`config.mk`:
```
export PLATFORM = sky130hd
export DESIGN_NAME = pll_lock_supervisor_flat
export DESIGN_NICKNAME = d
export VERILOG_FILES = /design/src/rtl/clkgen_pkg.sv /design/src/rtl/pll_lock_supervisor_if.sv /design/src/rtl/pll_lock_supervisor_sync_2ff.sv /design/src/rtl/pll_lock_supervisor.sv /design/src/flat_wrapper.sv
export SDC_FILE = /design/constraint.sdc
export NUM_CORES = 1
export LEC_CHECK = 0
export ABC_CLOCK_PERIOD_IN_PS = 3850
export BUFFER_PORTS_ARGS = -buffer_cell sky130_fd_sc_hd__buf_2
export CAP_MARGIN = 5
export CORE_UTILIZATION = 32
export DETAILED_ROUTE_END_ITERATION = 10
export PLACE_DENSITY = 0.59
export SYNTH_ARGS = -nofsm -noshare
export SYNTH_HDL_FRONTEND = slang
export SYNTH_HIERARCHICAL = 1
export SYNTH_SLANG_ARGS = --single-unit
```
`constraint.sdc`:
```
create_clock -name clki -period 3.85 [get_ports clki]
set_input_delay 0.9625 -clock clki [delete_from_list [all_inputs] [get_ports clki]]
set_output_delay 0.9625 -clock clki [all_outputs]
set_load 0.01 [all_outputs]
```
`src/rtl/clkgen_pkg.sv`:
```
// Shared clock-generation definitions: supervisor state encoding and counter sizing.
package clkgen_pkg;

  typedef enum logic [2:0] {
    PLL_RESET = 3'd0,
    WAIT_LOCK = 3'd1,
    FILTER    = 3'd2,
    RELEASE   = 3'd3,
    RUN       = 3'd4,
    FAULT     = 3'd5
  } clkgen_state_e;

  // Bits needed to hold any value 0..p inclusive.
  function automatic int cnt_w(input int p);
    return $clog2(p + 1);
  endfunction

endpackage

```
`src/rtl/pll_lock_supervisor_if.sv`:
```
// PLL-facing and downstream-facing signals of the lock supervisor.
interface pll_lock_supervisor_if #(
  parameter int N_DOMAINS = 3
);
  logic                 pll_locked_i;
  logic                 pll_rst_o;
  logic [N_DOMAINS-1:0] domain_rst_o;
  logic                 all_ready_o;
  logic                 fault_o;
  logic [7:0]           retry_count_o;
  logic [7:0]           lock_loss_count_o;

  modport master (
    input  pll_locked_i,
    output pll_rst_o, domain_rst_o, all_ready_o, fault_o, retry_count_o, lock_loss_count_o
  );

  modport slave (
    output pll_locked_i,
    input  pll_rst_o, domain_rst_o, all_ready_o, fault_o, retry_count_o, lock_loss_count_o
  );
endinterface

```
`src/rtl/pll_lock_supervisor_sync_2ff.sv`:
```
// Two-flop synchroniser bringing the asynchronous PLL lock into the reference clock domain.
module sync_2ff (
  input  logic clk,
  input  logic rst,
  input  logic d,
  output logic q
);
  logic sync_p0;
  logic sync_p1;

  always_ff @(posedge clk or posedge rst) begin
    if (rst) begin
      sync_p0 <= 1'b0;
      sync_p1 <= 1'b0;
    end else begin
      // p0: metastability capture; p1: settled value
      sync_p0 <= d;
      sync_p1 <= sync_p0;
    end
  end

  assign q = sync_p1;
endmodule

```
`src/rtl/pll_lock_supervisor.sv`:
```
// PLL lock supervisor: pulses PLL reset, filters lock, releases domain resets staggered,
// retries on timeout and latches a fault after too many failed attempts.
module pll_lock_supervisor
  import clkgen_pkg::*;
#(
  parameter int N_DOMAINS          = 3,
  parameter int PLL_RST_CYCLES     = 16,
  parameter int LOCK_TIMEOUT       = 1048576,
  parameter int LOCK_FILTER_CYCLES = 1024,
  parameter int RELEASE_STAGGER    = 16,
  parameter int MAX_RETRIES        = 3
) (
  input logic                   clki,
  input logic                   rst,
  pll_lock_supervisor_if.master bus
);

  if (N_DOMAINS < 1)          begin : g_bad_n       $error("N_DOMAINS must be >= 1");          end
  if (PLL_RST_CYCLES < 1)     begin : g_bad_prst    $error("PLL_RST_CYCLES must be >= 1");     end
  if (LOCK_TIMEOUT < 1)       begin : g_bad_tmo     $error("LOCK_TIMEOUT must be >= 1");       end
  if (LOCK_FILTER_CYCLES < 1) begin : g_bad_filt    $error("LOCK_FILTER_CYCLES must be >= 1"); end
  if (RELEASE_STAGGER < 1)    begin : g_bad_stag    $error("RELEASE_STAGGER must be >= 1");    end
  if (MAX_RETRIES < 1)        begin : g_bad_retry   $error("MAX_RETRIES must be >= 1");        end

  localparam int PW = cnt_w(PLL_RST_CYCLES);
  localparam int TW = cnt_w(LOCK_TIMEOUT);
  localparam int FW = cnt_w(LOCK_FILTER_CYCLES);
  localparam int SW = cnt_w(RELEASE_STAGGER);
  localparam int IW = cnt_w(N_DOMAINS);

  localparam logic [PW-1:0] PLAST = PW'(PLL_RST_CYCLES - 1);
  localparam logic [TW-1:0] TLAST = TW'(LOCK_TIMEOUT - 1);
  localparam logic [FW-1:0] FLAST = FW'(LOCK_FILTER_CYCLES - 1);
  localparam logic [SW-1:0] SLAST = SW'(RELEASE_STAGGER - 1);
  localparam logic [IW-1:0] ILAST = IW'(N_DOMAINS - 1);

  localparam logic [N_DOMAINS-1:0] ALL1 = '1;
  localparam logic [N_DOMAINS-1:0] ONE  = N_DOMAINS'(1);

  function automatic logic [7:0] sat_inc8(input logic [7:0] v);
    return (v == 8'hFF) ? v : v + 8'd1;
  endfunction

  logic lock_s;

  sync_2ff u_sync (
    .clk (clki),
    .rst (rst),
    .d   (bus.pll_locked_i),
    .q   (lock_s)
  );

  clkgen_state_e        state;
  logic [PW-1:0]        pcnt;
  logic [TW-1:0]        tcnt;
  logic [FW-1:0]        fcnt;
  logic [SW-1:0]        scnt;
  logic [IW-1:0]        idx;
  logic                 pll_rst;
  logic [N_DOMAINS-1:0] dom_rst;
  logic                 all_ready;
  logic                 fault;
  logic [7:0]           retry_cnt;
  logic [7:0]           loss_cnt;

  logic [7:0] rty_inc;
  logic [7:0] loss_inc;
  logic       rty_hit;

  assign rty_inc  = sat_inc8(retry_cnt);
  assign loss_inc = sat_inc8(loss_cnt);
  assign rty_hit  = (int'(rty_inc) == MAX_RETRIES);

  always_ff @(posedge clki or posedge rst) begin
    if (rst) begin
      state     <= PLL_RESET;
      pcnt      <= '0;
      tcnt      <= '0;
      fcnt      <= '0;
      scnt      <= '0;
      idx       <= '0;
      pll_rst   <= 1'b1;
      dom_rst   <= ALL1;
      all_ready <= 1'b0;
      fault     <= 1'b0;
      retry_cnt <= '0;
      loss_cnt  <= '0;
    end else begin
      case (state)
        PLL_RESET: begin
          tcnt <= '0;
          fcnt <= '0;
          if (pcnt == PLAST) begin
            pcnt    <= '0;
            pll_rst <= 1'b0;
            state   <= WAIT_LOCK;
          end else begin
            pcnt <= pcnt + PW'(1);
          end
        end

        // Timeout outranks both a fresh lock and filter completion.
        WAIT_LOCK, FILTER: begin
          if (tcnt == TLAST) begin
            tcnt      <= '0;
            fcnt      <= '0;
            retry_cnt <= rty_inc;
            pll_rst   <= 1'b1;
            pcnt      <= '0;
            if (rty_hit) begin
              fault <= 1'b1;
              state <= FAULT;
            end else begin
              state <= PLL_RESET;
            end
          end else begin
            tcnt <= tcnt + TW'(1);
            if (!lock_s) begin
              fcnt  <= '0;
              state <= WAIT_LOCK;
            end else if (fcnt == FLAST) begin
              fcnt    <= '0;
              scnt    <= '0;
              idx     <= IW'(1);
              dom_rst <= ALL1 << 1;
              state   <= RELEASE;
              if (N_DOMAINS == 1) begin
                all_ready <= 1'b1;
                retry_cnt <= '0;
              end
            end else begin
              fcnt  <= fcnt + FW'(1);
              state <= FILTER;
            end
          end
        end

        // Lock loss outranks stagger progress; all domains re-enter reset together.
        RELEASE, RUN: begin
          if (!lock_s) begin
            dom_rst   <= ALL1;
            all_ready <= 1'b0;
            loss_cnt  <= loss_inc;
            retry_cnt <= '0;
            pll_rst   <= 1'b1;
            pcnt      <= '0;
            state     <= PLL_RESET;
          end else if (state == RELEASE) begin
            if (all_ready) begin
              state <= RUN;
            end else if (scnt == SLAST) begin
              scnt    <= '0;
              dom_rst <= dom_rst & ~(ONE << idx);
              idx     <= idx + IW'(1);
              if (idx == ILAST) begin
                all_ready <= 1'b1;
                retry_cnt <= '0;
              end
            end else begin
              scnt <= scnt + SW'(1);
            end
          end
        end

        FAULT: begin
          pll_rst <= 1'b1;
          dom_rst <= ALL1;
          fault   <= 1'b1;
        end

        default: begin
          pll_rst <= 1'b1;
          dom_rst <= ALL1;
          pcnt    <= '0;
          state   <= PLL_RESET;
        end
      endcase
    end
  end

  assign bus.pll_rst_o         = pll_rst;
  assign bus.domain_rst_o      = dom_rst;
  assign bus.all_ready_o       = all_ready;
  assign bus.fault_o           = fault;
  assign bus.retry_count_o     = retry_cnt;
  assign bus.lock_loss_count_o = loss_cnt;

endmodule

```
`src/flat_wrapper.sv`:
```
// flat-port wrapper written by rule: the top's interface ports become plain ports
module pll_lock_supervisor_flat import clkgen_pkg::*;
#(
  parameter int N_DOMAINS          = 3,
  parameter int PLL_RST_CYCLES     = 16,
  parameter int LOCK_TIMEOUT       = 1048576,
  parameter int LOCK_FILTER_CYCLES = 1024,
  parameter int RELEASE_STAGGER    = 16,
  parameter int MAX_RETRIES        = 3
)
  (clki, rst, bus_pll_locked_i, bus_pll_rst_o, bus_domain_rst_o, bus_all_ready_o, bus_fault_o, bus_retry_count_o, bus_lock_loss_count_o);
  pll_lock_supervisor_if #(.N_DOMAINS(N_DOMAINS)) bus_i ();
  input logic clki;
  input logic rst;
  input wire logic [$bits(bus_i.pll_locked_i)-1:0] bus_pll_locked_i;
  output wire logic [$bits(bus_i.pll_rst_o)-1:0] bus_pll_rst_o;
  output wire logic [$bits(bus_i.domain_rst_o)-1:0] bus_domain_rst_o;
  output wire logic [$bits(bus_i.all_ready_o)-1:0] bus_all_ready_o;
  output wire logic [$bits(bus_i.fault_o)-1:0] bus_fault_o;
  output wire logic [$bits(bus_i.retry_count_o)-1:0] bus_retry_count_o;
  output wire logic [$bits(bus_i.lock_loss_count_o)-1:0] bus_lock_loss_count_o;
  assign bus_i.pll_locked_i = bus_pll_locked_i;
  assign bus_pll_rst_o = bus_i.pll_rst_o;
  assign bus_domain_rst_o = bus_i.domain_rst_o;
  assign bus_all_ready_o = bus_i.all_ready_o;
  assign bus_fault_o = bus_i.fault_o;
  assign bus_retry_count_o = bus_i.retry_count_o;
  assign bus_lock_loss_count_o = bus_i.lock_loss_count_o;
  pll_lock_supervisor #(.N_DOMAINS(N_DOMAINS), .PLL_RST_CYCLES(PLL_RST_CYCLES), .LOCK_TIMEOUT(LOCK_TIMEOUT), .LOCK_FILTER_CYCLES(LOCK_FILTER_CYCLES), .RELEASE_STAGGER(RELEASE_STAGGER), .MAX_RETRIES(MAX_RETRIES)) u_core (.clki(clki), .rst(rst), .bus(bus_i));
endmodule
```
======== Yosys cells after proc, flatten, opt, wreduce, memory -nomap -nowiden ========
Index checks and enable logic that the tools add are counted.
storage, ports and cells
  register bits ........................... 71
  logic and storage cells ................. 137
operators by class
  equality and inequality tests ........... 30
  shift-type cells ........................ 1
  bitwise gates (word level) .............. 6
  reduce and logical (&&, ||, !) cells .... 16
  add/subtract/negate cells ............... 7
  multiplexer cells ....................... 63
operators by type and width
  kind                     number
  $mux W8                  7
  $mux W5                  10
  $mux W3                  14
  $pmux W21 S2             1
  $mux W11                 3
  $pmux W11 S2             1
  $add A21 B1 Y21 const B  1
  $eq A21 B20 Y1 const B   1
  $mux W21                 1
  $pmux W5 S4              1
  $add A8 B1 Y8 const B    2
  $eq A8 B8 Y1 const B     2
  $pmux W8 S2              1
  $mux W2                  7
  $ne A2 B1 Y1 const B     7
  $reduce_and A7 Y1        2
  $ne A3 B2 Y1 const B     4
  $pmux W3 S4              1
  $reduce_and A3 Y1        4
  $add A11 B1 Y11 const B  1
  $eq A11 B10 Y1 const B   1
  $mux W1                  11
  $add A5 B1 Y5 const B    2
  $eq A5 B4 Y1 const B     2
  other kinds (24)         36

======== Longest topological paths before layout ========
  word-level depth ........................ 8
  mapped depth ............................ 10

======== Modules after synthesis ========
Netlist, hierarchy kept.
modules (own cells, without submodules)
  module               area each (µm²)  seq. area each (µm²)  cells an instance  instances
  pll_lock_supervisor  3,898.7          1,731.7               431                1
  sync_2ff             53.8             50.0                  3                  1

======== Worst setup path after synthesis ========
OpenSTA, ideal clock, no wires.
  path kind ............................... reg2reg
  start ................................... reg u_core.tcnt[0]
  end ..................................... reg u_core.tcnt[15]
  path slack .............................. 1.733 ns
  required time ........................... 3.784 ns
  cell stages (with the launch flop) ...... 9
  arrival ................................. 2.051 ns
  cells stage by stage .................... dfrtp_1 -> ha_1 -> and3_1 -> and3_1 -> buf_2 -> a31o_2 -> buf_2 -> or4_1 -> nand2_1
between the ends
  cells in the longest elaborated chain, start to end .. 3
  elaborated cells between the ends (all ways) .. 4
ends and longest elaborated chain
  what                                                      line                                                    RTL
  start: declaration                                        pll_lock_supervisor.sv:55                               logic [TW-1:0] tcnt;
  start signal: assignment                                  pll_lock_supervisor.sv:117                              tcnt <= tcnt + TW'(1);
  $add A21 B1 Y21 / $eq A21 B20 Y1 (equally long branches)  pll_lock_supervisor.sv:117, pll_lock_supervisor.sv:104
  $mux W21 (*)                                              pll_lock_supervisor.sv:104                              if (tcnt == TLAST) begin
  $pmux W21 S2 (*)                                          pll_lock_supervisor.sv:89                               case (state)
Every way passes the cells marked *; elsewhere a longest branch is shown, timed or not.
A chain may end at the register's enable or synchronous reset.

======== Worst setup path in the final report ========
  start ................................... reg u_core.tcnt[0]
  end ..................................... reg u_core.retry_cnt[1] (netlist: u_core/bus.retry_count_o[1])
between the ends
  cells in the longest elaborated chain, start to end .. 3
ends and longest elaborated chain
  what                                line                        RTL
  $eq A21 B20 Y1                      pll_lock_supervisor.sv:104
  $ne A2 B1 Y1 (no source line)       -
  $reduce_and A6 Y1 (no source line)  -
  end signal: assignment              pll_lock_supervisor.sv:107  retry_cnt <= rty_inc;
  end: declaration                    pll_lock_supervisor.sv:63   logic [7:0] retry_cnt;
No other way between the ends.

==> flow_metrics.tcl <==
set metrics [dict create \
    outcome "completed" \
    synthFlopType "dfrtp_1" \
    crit_path_top_delay_cell "o32ai_4" \
    post_cts_setup_buffer_count 0 \
    place.port_buffers 24 \
    clock_latency_ns 0.34 \
    ioPinCount 25 \
    drt_pass1_iterations 5 \
    ys_top_cells_by_area "dfrtp_1 (42%), o21ai_0 (7.0%), nand2_1 (5.9%)" \
    critPathMostFrequentCell "and3_1" \
    seq_area_frac_synth 0.4508 \
    synthesis.yosys.warnings 6 \
    cts_root_buf "clkbuf_16" \
    wl_per_cell_um 15.03 \
    drt_drc_violations_left 0 \
    yosysTopAreaCell "dfrtp_1" \
    synthMostInstantiatedCell "dfrtp_1" \
    timing.slew.headroom 0.2086 \
    drt-vias-per-instance 5.474 \
    total_number_of_vias 3323 \
    post_synth_num_cell_types 63 \
    startpoint_type "flop" \
    ctsHtreeMaxLevel 3 \
    post_synth_instance_area_mm2 0.003953 \
    critical_path.top_delay_family "compound AO/OA/AOI/OAI gates" \
    dpl.hpwl_mm 6.261 \
    synth_top_cells_by_count "dfrtp_1 (67), nand2_1 (62), o21ai_0 (55), nor2_1 (23)" \
    cts_hold_buf 0 \
    number_of_standard_cells_after_synthesis 434 \
    utilization 0.3739 \
    flow.area_growth_from_synthesis_pct 13.61 \
    sw_frac_of_total 0.3813 \
    num-nets-final 467 \
    timing.fmax_ghz 0.3812 \
    power.density_cell_area_mw_per_mm2 615.4 \
    cts_buffers 9 \
    share_of_final_layout_standard_cells_stronger_than_drive_strength_1 0.1543 \
    worstSetupEndpointType "flop" \
    timing_max_transition_violations_final 0 \
    grt_antenna_before_repair 0 \
    clock_skew_ns 0.007593 \
    grt_max_degree 40 \
    count_of_buffer_and_inverter_cells_on_the_critical_path 0 \
    synthesis.area_per_instance_um2 9.107 \
    grt_pass1_wl_mm 15.50 \
    worstMarginPinSlew_ns 1.187 \
    min_to "u_core/u_sync/q" \
    worst_reg_to_reg_path_cell_count 7 \
    worst_r2r_startpoint "u_core/tcnt[0]" \
    share_comb_of_total_power 0.322 \
    final_hold_viol_count 0 \
    grt_pass1_vias 3225 \
    cts.clk_slew.worst_paths_ns 0.06 \
    critPathMaxFanout 14 \
    tritoncts "done" \
    die_h_um 113.1 \
    worst-path-stages 7 \
    count_of_final_setup_violators 0 \
    seq_power_share 0.371 \
    critical_path_required_ns 4.07 \
    grt_setup_unrepaired "false" \
    totalNegativeSetupSlack_ns 0 \
    overflow 0 \
    route.final.wire_length_mm 9.125 \
    worst_ep_arrival_time_ns 2.84 \
    crit_chain "ha_1, and3_1, and3_1, a31oi_2, o32ai_4, a21boi_2, o22ai_1" \
    top_cell_type_s_share_of_synthesized_area 0.4242 \
    internal-power_mw 1.710 \
    async_reset_ff_frac 1.000 \
    critical_path.max_stage_delay_ns 0.69 \
    period_minus_slack_ns 2.623 \
    max_cap_viol_count 0 \
    power.net_switching_mw 1.054 \
    synth-seq-cells 71 \
    max-vdd-ir-drop_mv 0.2627 \
    maximum_clock_path_buffer_count 2 \
    number_of_synthesized_flops_with_an_enable_pin 0 \
    antenna_cells 0 \
    core.rowCount 40 \
    first_iter_violations 171 \
    floorplan.die.width_um 113.1 \
    critPathKind "flop to flop" \
    hold_depth 0 \
    worst_hold_path_type "flop to flop" \
    synth_nets 446 \
    leakage_power_of_the_design_nw 1.989 \
    design.die.area_mm2 0.01280 \
    initial_cell_density_of_the_core 0.3291 \
    grtUsageTotal 0.1517 \
    hold_start "u_core/u_sync/sync_p0" \
    crit_path_start "u_core/tcnt[0]" \
    gp_routability_congestion 0.8054 \
    core_region_area_mm2 0.01201 \
    rrSetupSlack_ns 1.23 \
    numClockSinks 71 \
    clock_power_share 0.307 \
    cts_resized 0 \
    share_of_the_clock_period_used_by_the_worst_path_after_layout 0.6814 \
    critical_path.reg2reg.endpoint "u_core/bus.retry_count_o[1]" \
    antenna_violating_nets_post_route 0 \
]
flip-flops by register name, indices dropped and copies added (netlist names):
register	cells
u_core/bus.all_ready_o	1
u_core/bus.domain_rst_o	3
u_core/bus.fault_o	1
u_core/bus.lock_loss_count_o	8
u_core/bus.pll_rst_o	1
u_core/bus.retry_count_o	8
u_core/fcnt	11
u_core/idx	2
u_core/pcnt	5
u_core/scnt	5
u_core/state	3
u_core/tcnt	21
u_core/u_sync/q	1
u_core/u_sync/sync_p0	1
cells by family after synthesis:
group,share of synthesized area
flops,0.4508
mux,0.01551
buf+inv,0.04083
fa+ha+maj,0.02849
compound gates,0.2251
simple gates,0.2149
xor+xnor,0.02438
cells in the final DEF (no fill, tap or decap), types with 2 or more instances in the layout:
cell	Yosys	layout
a21oi_2	8	8
clkinv_4	0	2
buf_4	2	2
or4_1	2	2
xor2_1	3	3
a31oi_1	20	20
a41oi_1	4	4
or3_1	4	4
dfstp_2	4	4
a21boi_0	2	2
nand2_1	62	62
o211ai_1	2	2
xnor2_1	8	8
buf_2	6	24
ha_1	9	9
o31ai_1	5	5
and2_1	4	4
nand3_1	20	20
clkbuf_16	0	9
nor2b_1	3	3
nand4_1	8	8
a22o_1	3	3
and4b_1	2	2
o21a_1	2	2
o41ai_1	3	3
nand2b_1	8	8
inv_6	0	3
nor2_1	23	23
a21o_1	2	2
o22ai_1	2	2
mux2i_1	5	5
nor3_1	8	8
o21ai_0	55	55
inv_1	15	14
a21oi_1	14	14
and3_1	13	13
a211oi_1	2	2
dfrtp_1	67	67
routing by layer:
metal | part of all wire | up-vias | track usage | wire length (um)
met2 | 0.48 | 75 | 0.2511 | 4386
li1 | - | 1634 | - | -
met1 | 0.46 | 1600 | 0.1871 | 4155
met3 | 0.046 | 14 | 0.04660 | 420
met5 | 0 | - | 0 | 0
met4 | 0.018 | 0 | 0.05263 | 163
stage by stage:
step / cells / area, um^2 / total power [mW] / setup WS (ns) / hold WS [ns]
2_1_floorplan: 434 / 3953 / 1.712 / 1.154 / 0.3312
3_3_place_gp: 591 / 4187 / 1.903 / 1.326 / 0.3343
3_5_place_dp: 591 / 4187 / 1.932 / 1.234 / 0.3347
4_1_cts: 607 / 4491 / 2.798 / 1.217 / 0.3501
5_1_grt: 607 / 4491 / 2.958 / 1.031 / 0.3572
6_report: 607 / 4491 / 2.763 / 1.227 / 0.3479
worst reg2reg max path: cells and delay by family, from the launching register on:
kind | cells | cell delay [ns]
flops | 1 | 0.44
simple gates | 2 | 0.60
fa+ha+maj | 1 | 0.23
compound gates | 4 | 1.25
power by group through the flow:
stage | logic, mW | clock network [mW] | registers (mW)
finish | 0.889 | 0.848 | 1.03
detailed placement | 0.893 | 0 | 1.04
CTS | 0.896 | 0.875 | 1.03
global placement | 0.872 | 0 | 1.03
floorplan | 0.712 | 0 | 1.00
global route | 1.01 | 0.909 | 1.04
layout make-up:
cell class	count	area, um^2
clock inverter	7	78.83
sequential	71	1782
fill	1196	7521
inverter	15	56.30
tap	147	183.9
timing repair buffer	27	155.1
multi-input combinational	331	2009
clock buffer	9	225.2
worst max path at each step:
stage / to
after global placement: u_core/bus.retry_count_o[1]
after floorplan: u_core/bus.all_ready_o
after detailed placement: u_core/bus.retry_count_o[1]
final: u_core/bus.retry_count_o[1]
after global routing: u_core/bus.retry_count_o[1]
after CTS: u_core/bus.retry_count_o[1]
Note: power is estimated with default switching activity, not from simulation.
